==> src/rtl/arm_pipe_pkg.sv <==
// Shared types and constants for the ARM pipeline stall/flush control slice.
package arm_pipe_pkg;

   localparam int SRAM_WAIT_DEF = 5;
   localparam int REG_W         = 4;

   typedef enum logic [1:0] {
      IDLE,
      ACCESS,
      DONE
   } sram_state_e;

   // True when the ID instruction reads register dest through either operand.
   function automatic logic reg_match(
      input logic [REG_W-1:0] src1,
      input logic [REG_W-1:0] src2,
      input logic             two_src,
      input logic [REG_W-1:0] dest
   );
      return (src1 == dest) | (two_src & (src2 == dest));
   endfunction

endpackage

==> src/rtl/sram_wait_fsm.sv <==
// Multi-cycle SRAM access sequencer: holds the pipeline for SRAM_WAIT access
// cycles, drives the write strobe and captures read data.
module sram_wait_fsm
   import arm_pipe_pkg::*;
#(
   parameter int SRAM_WAIT = SRAM_WAIT_DEF
) (
   input  logic        clk,
   input  logic        rst,
   input  logic        mem_r_en,
   input  logic        mem_w_en,
   input  logic [31:0] sram_dq_in,
   output logic        freeze,
   output logic        sram_we_n,
   output logic        mem_ready,
   output logic [31:0] mem_rdata
);

   localparam int                WCNT_W    = (SRAM_WAIT > 1) ? $clog2(SRAM_WAIT) : 1;
   localparam logic [WCNT_W-1:0] WCNT_LOAD = WCNT_W'(SRAM_WAIT - 1);

   sram_state_e       r_state;
   sram_state_e       w_next_state;
   logic [WCNT_W-1:0] r_wcnt;
   logic              r_is_write;
   logic [31:0]       r_rdata;
   logic              w_req;

   assign w_req     = mem_r_en | mem_w_en;
   assign mem_rdata = r_rdata;

   // NOTE: clocked state uses non-blocking assignments so every register
   // samples pre-edge values regardless of process ordering.
   always_ff @(posedge clk or negedge rst) begin
      if (!rst) r_state <= IDLE;
      else      r_state <= w_next_state;
   end

   always_comb begin
      // NOTE: default assignment first so no path leaves the signal unassigned
      // and no latch is inferred.
      w_next_state = r_state;
      case (r_state)
         IDLE:    if (w_req) w_next_state = ACCESS;
         ACCESS:  if (r_wcnt == '0) w_next_state = DONE;
         DONE:    w_next_state = IDLE;
         default: w_next_state = IDLE;
      endcase
   end

   // A simultaneous read and write request is latched as a write.
   always_ff @(posedge clk or negedge rst) begin
      if (!rst) begin
         r_wcnt     <= '0;
         r_is_write <= 1'b0;
         r_rdata    <= '0;
      end else begin
         case (r_state)
            IDLE: begin
               if (w_req) begin
                  r_wcnt     <= WCNT_LOAD;
                  r_is_write <= mem_w_en;
               end
            end
            ACCESS: begin
               if (r_wcnt != '0)     r_wcnt  <= r_wcnt - 1'b1;
               else if (!r_is_write) r_rdata <= sram_dq_in;
            end
            default: ;
         endcase
      end
   end

   always_comb begin
      freeze    = 1'b0;
      sram_we_n = 1'b1;
      mem_ready = 1'b0;
      case (r_state)
         IDLE:    freeze = w_req;
         ACCESS: begin
            freeze    = 1'b1;
            sram_we_n = ~r_is_write;
         end
         DONE:    mem_ready = 1'b1;
         default: ;
      endcase
   end

endmodule

==> src/rtl/pipeline_stall_controller.sv <==
// Load-use hazard detection, branch flush gating against SRAM freezes, and
// saturating hazard/memory-wait cycle counters.
module pipeline_stall_controller
   import arm_pipe_pkg::*;
#(
   parameter int SRAM_WAIT = SRAM_WAIT_DEF,
   parameter int CNT_W     = 16
) (
   input  logic             clk,
   input  logic             rst,
   input  logic             fwd_en,
   input  logic             id_valid,
   input  logic [REG_W-1:0] id_src1,
   input  logic [REG_W-1:0] id_src2,
   input  logic             id_two_src,
   input  logic [REG_W-1:0] exe_dest,
   input  logic             exe_wb_en,
   input  logic             exe_mem_r_en,
   input  logic [REG_W-1:0] mem_dest,
   input  logic             mem_wb_en,
   input  logic             mem_r_en,
   input  logic             mem_w_en,
   input  logic             branch_taken,
   input  logic [31:0]      sram_dq_in,
   output logic             hazard_stall,
   output logic             freeze,
   output logic             flush,
   output logic             sram_we_n,
   output logic             mem_ready,
   output logic [31:0]      mem_rdata,
   output logic [CNT_W-1:0] hazard_cnt,
   output logic [CNT_W-1:0] wait_cnt
);

   localparam logic [CNT_W-1:0] CNT_MAX = '1;

   logic             w_match_exe;
   logic             w_match_mem;
   logic             w_raw_hazard;
   logic [CNT_W-1:0] r_hazard_cnt;
   logic [CNT_W-1:0] r_wait_cnt;

   sram_wait_fsm #(
      .SRAM_WAIT (SRAM_WAIT)
   ) u_sram_wait_fsm (
      .clk        (clk),
      .rst        (rst),
      .mem_r_en   (mem_r_en),
      .mem_w_en   (mem_w_en),
      .sram_dq_in (sram_dq_in),
      .freeze     (freeze),
      .sram_we_n  (sram_we_n),
      .mem_ready  (mem_ready),
      .mem_rdata  (mem_rdata)
   );

   assign w_match_exe = reg_match(id_src1, id_src2, id_two_src, exe_dest);
   assign w_match_mem = reg_match(id_src1, id_src2, id_two_src, mem_dest);

   // With forwarding only an EXE load is uncoverable; without it any pending write is.
   assign w_raw_hazard = fwd_en
      ? (id_valid & exe_wb_en & exe_mem_r_en & w_match_exe)
      : (id_valid & ((exe_wb_en & w_match_exe) | (mem_wb_en & w_match_mem)));

   assign flush        = branch_taken & ~freeze;
   assign hazard_stall = w_raw_hazard & ~flush;

   always_ff @(posedge clk or negedge rst) begin
      if (!rst) begin
         r_hazard_cnt <= '0;
         r_wait_cnt   <= '0;
      end else begin
         if (hazard_stall && !freeze && r_hazard_cnt != CNT_MAX)
            r_hazard_cnt <= r_hazard_cnt + 1'b1;
         if (freeze && r_wait_cnt != CNT_MAX)
            r_wait_cnt <= r_wait_cnt + 1'b1;
      end
   end

   assign hazard_cnt = r_hazard_cnt;
   assign wait_cnt   = r_wait_cnt;

endmodule

==> config.mk <==
export PLATFORM = sky130hd
export DESIGN_NAME = pipeline_stall_controller
export DESIGN_NICKNAME = d
export VERILOG_FILES = /design/src/rtl/arm_pipe_pkg.sv /design/src/rtl/sram_wait_fsm.sv /design/src/rtl/pipeline_stall_controller.sv
export SDC_FILE = /design/constraint.sdc
export NUM_CORES = 1
export LEC_CHECK = 0
export CAP_MARGIN = 20
export CORE_ASPECT_RATIO = 1.5
export CORE_MARGIN = 2
export CORE_UTILIZATION = 41
export CTS_BUF_LIST = sky130_fd_sc_hd__clkbuf_8
export DETAILED_ROUTE_END_ITERATION = 8
export GPL_TIMING_DRIVEN = 1
export PLACE_DENSITY = 0.79
export SETUP_SLACK_MARGIN = 0.2
export SLEW_MARGIN = 30
export SYNTH_ARGS = -nofsm -noshare
export SYNTH_HDL_FRONTEND = slang
export SYNTH_HIERARCHICAL = 1
export SYNTH_SLANG_ARGS = --single-unit
==> constraint.sdc <==
create_clock -name clk -period 2.2 [get_ports clk]
set_clock_uncertainty 0.15 [all_clocks]
set_input_delay 0.44 -clock clk [delete_from_list [all_inputs] [get_ports clk]]
set_output_delay 0.44 -clock clk [all_outputs]
set_load 0.005 [all_outputs]
==> impl_metrics.ini <==
[grt]
grt_max_degree = 37
grt_pass1_wl_mm = 14.0
antenna_found_initial = 0
grt.total_usage_pct = 20.3
grt_pass1_vias = 2974
grt_overflow = 0

[setup_path]
rr_startpoint = hazard_cnt[8]
r2r-end = hazard_cnt[13]
required_ps = 1610
crit_slowest_cell = o32a_4
path_class = input port to output port
worstPathArrival_ps = 1620
cp.depth = 7
start_kind = input port
cp-endpoint = hazard_stall
crit_start = id_src1[0]
worstSetupEndpointType = output port
path_cells = buf_6 > xor2_1 > nor4_1 > a31oi_1 > o32a_4 > nor3_4 > buf_2
critPathTopFamily = compound AO/OA/AOI/OAI gates
cp_max_fo = 2
reg2reg_depth = 7
cp_num_buf_inv = 2
ff2ff_setup_slack_ps = 30
slowest_delay_ps = 350

[sta]
timing.fmax_mhz = 452
worstMarginPinSlew_ps = 510
slew_violations = 0
max_slew_margin_pct = 66.0
hold_viol = 0
setup_ws_ps = -10.4
rsz0062_at_grt = yes
finalSetupViolCount = 1
min_period_ps = 2210
finalCritPeriodShare_pct = 100
finalSetupTns_ps = -10.4

[floorplan]
placeableCoreArea_sq_um = 7910
die_y_microns = 114
start_util_pct = 41.5
rows = 40
chipWidth_microns = 77.0
dieArea_sq_um = 8750
pin_count = 128

[pwr]
powerDensity_nw_per_um2 = 967
p_leak_nw = 2.80
switching_share_pct = 30.1
p_int_mw = 3.92
comb_power_share_pct = 45.8
worst_ir_drop_vdd_v = 0.000644
p_total_mw = 5.61
power_switching_mw = 1.69
p_seq_share_pct = 35.1
p_clk_share_pct = 19.1

[route]
wirelength_mm = 9.03
first_pass_iters = 4
drt-initial-drc-count = 115
drc = 0
vias = 2934
antenna_left = 0
vias_per_cell = 5.00
wl_per_cell_microns = 15.4

[final_layout]
syn_to_final_growth_pct = 76.9
final_cells = 587
final_util_pct = 73.4
drive_gt1_share_pct = 37.8
diodes = 0
fin_nets = 540

[clock_network]
cts_tree = yes
clk_pin_slew_ps = 70
root_buffer = clkbuf_8
ctsLongestPathBuffers = 2
clock_latency_ps = 350
cts_sinks = 70
numCtsBuffers = 9
h-tree-depth = 3

[logic_synthesis]
synth_async_sr_flop_share_pct = 100
synth.net_count = 335
yosys-top-cells-area = dfrtp_1 (53%), mux2_2 (11%), xor2_1 (9.3%), xnor2_1 (2.9%), nor3_1 (2.3%)
yosys.cell_count.top_type = dfrtp_1
yosysTopAreaCellShare_pct = 53.4
synth_warnings = 6
ys_ff_latch = 70
ys.flop_type = dfrtp_1
yosysSeqAreaShare_pct = 53.4
syn-mean-instance-area_sq_um = 12.1
syn-cell-area_sq_um = 3280
ys_types = 39
yosysTopAreaCell = dfrtp_1
synth_edf_count = 0
synth_commonest_cells = dfrtp_1 (70), xor2_1 (35), mux2_2 (31), nand2_1 (18), nor3_1 (15)
postSynthCellCount = 272

[placed_design]
dpl.hpwl_mm = 6.14
dpl_worst_slack_ps = -834
place_inst = 545
portBuffers = 127
place.gp.congestion = 0.784

[run]
cap_violations = 0

[min_path]
hold_class = flip-flop to flip-flop

[run_status]
status = finished, violations left
violations = setup timing
==> power groups by stage <==
stage | sequential [mW] | clock, mW | combinational [mW]
after floorplan | 2.05 | 0 | 0.875
after global placement | 1.97 | 0 | 2.15
after detailed placement | 2.01 | 0 | 2.22
after CTS | 1.97 | 1.10 | 2.35
after global routing | 2.03 | 1.16 | 2.75
final | 1.97 | 1.07 | 2.57
==> metal layers <==
metal  global-route usage [%]  vias up  routed length, microns
met4                     7.26        0                     239
met2                     36.6      126                    4850
met5                        0        -                       0
met3                     5.78       21                     575
met1                     22.9     1434                    3370
li1                         -     1353                       -
==> final cells by class <==
cell class	count	area [sq um]
clock buffer	10	138
clock inverter	6	68.8
fill	541	2100
inverter	9	33.8
multi-input combinational	186	1740
sequential	70	1750
tap	105	131
timing repair buffer	201	1940
==> timing repair <==
item | CTS | global route
buffers inserted | 12 | 12
setup endpoints to repair | 28 | 28
hold buffers | 1 | 0
pin swaps | 29 | 29
resized for setup | 103 | 41
cloned | 1 | 0
endpoints found under the hold margin | 18 | 0
==> worst min path at each step <==
| stage | from | to | slack (ps) | cells past startpoint |
|---|---|---|---|---|
| 2_1_floorplan | rst | hazard_cnt[0] | -6 | 0 |
| 3_3_place_gp | rst | u_sram_wait_fsm/mem_rdata[10] | 290 | 1 |
| 3_5_place_dp | rst | u_sram_wait_fsm/mem_rdata[16] | 300 | 1 |
| 4_1_cts | u_sram_wait_fsm/mem_rdata[13] | u_sram_wait_fsm/mem_rdata[13] | 340 | 1 |
| 5_1_grt | u_sram_wait_fsm/mem_rdata[18] | u_sram_wait_fsm/mem_rdata[18] | 360 | 1 |
| 6_report | u_sram_wait_fsm/mem_rdata[13] | u_sram_wait_fsm/mem_rdata[13] | 340 | 1 |
==> registers in the layout (all words and copies together), names as in the netlist <==
| signal | flops |
|---|---|
| hazard_cnt | 16 |
| u_sram_wait_fsm/mem_rdata | 32 |
| u_sram_wait_fsm/r_is_write | 1 |
| u_sram_wait_fsm/r_state | 2 |
| u_sram_wait_fsm/r_wcnt | 3 |
| wait_cnt | 16 |
==> through the flow <==
stage | hold slack (ps) | instance area (sq um)
4_1_cts | 342 | 5540
3_3_place_gp | 287 | 5090
5_1_grt | 362 | 5800
2_1_floorplan | -5.59 | 3390
6_report | 339 | 5800
3_5_place_dp | 295 | 5090
==> worst reg2reg max path, delay by kind of cell, from the launching register on <==
family                    cells  cell delay [ps]
AOI/OAI and AO/OA             1              360
xor gates and xnor gates      1              160
buffers and inverters         1              150
DFF                           1              380
and+or+nand+nor               4              890
==> cells by family (layout without fill, tap and decap cells) <==
logic type      Yosys count  after routing  synth area share (%)
buf+inv                  16            226                  2.97
fa+ha+maj                 4              4                  1.53
simple gates             89             89                  15.3
compound gates           12             12                  2.56
flops                    70             70                  53.4
mux                      35             35                  12.0
xor+xnor                 46             46                  12.3
==> layout by cell type (no fill, tap or decap), types with 11 or more instances in the layout <==
cell / n
buf_4: 53
buf_6: 16
dfrtp_1: 70
xnor2_1: 11
nand3_1: 11
nand2_1: 17
clkdlybuf4s50_1: 101
mux2_2: 30
nor3_4: 13
xor2_1: 32
No activity file was read; power rests on OpenSTA's default activity.
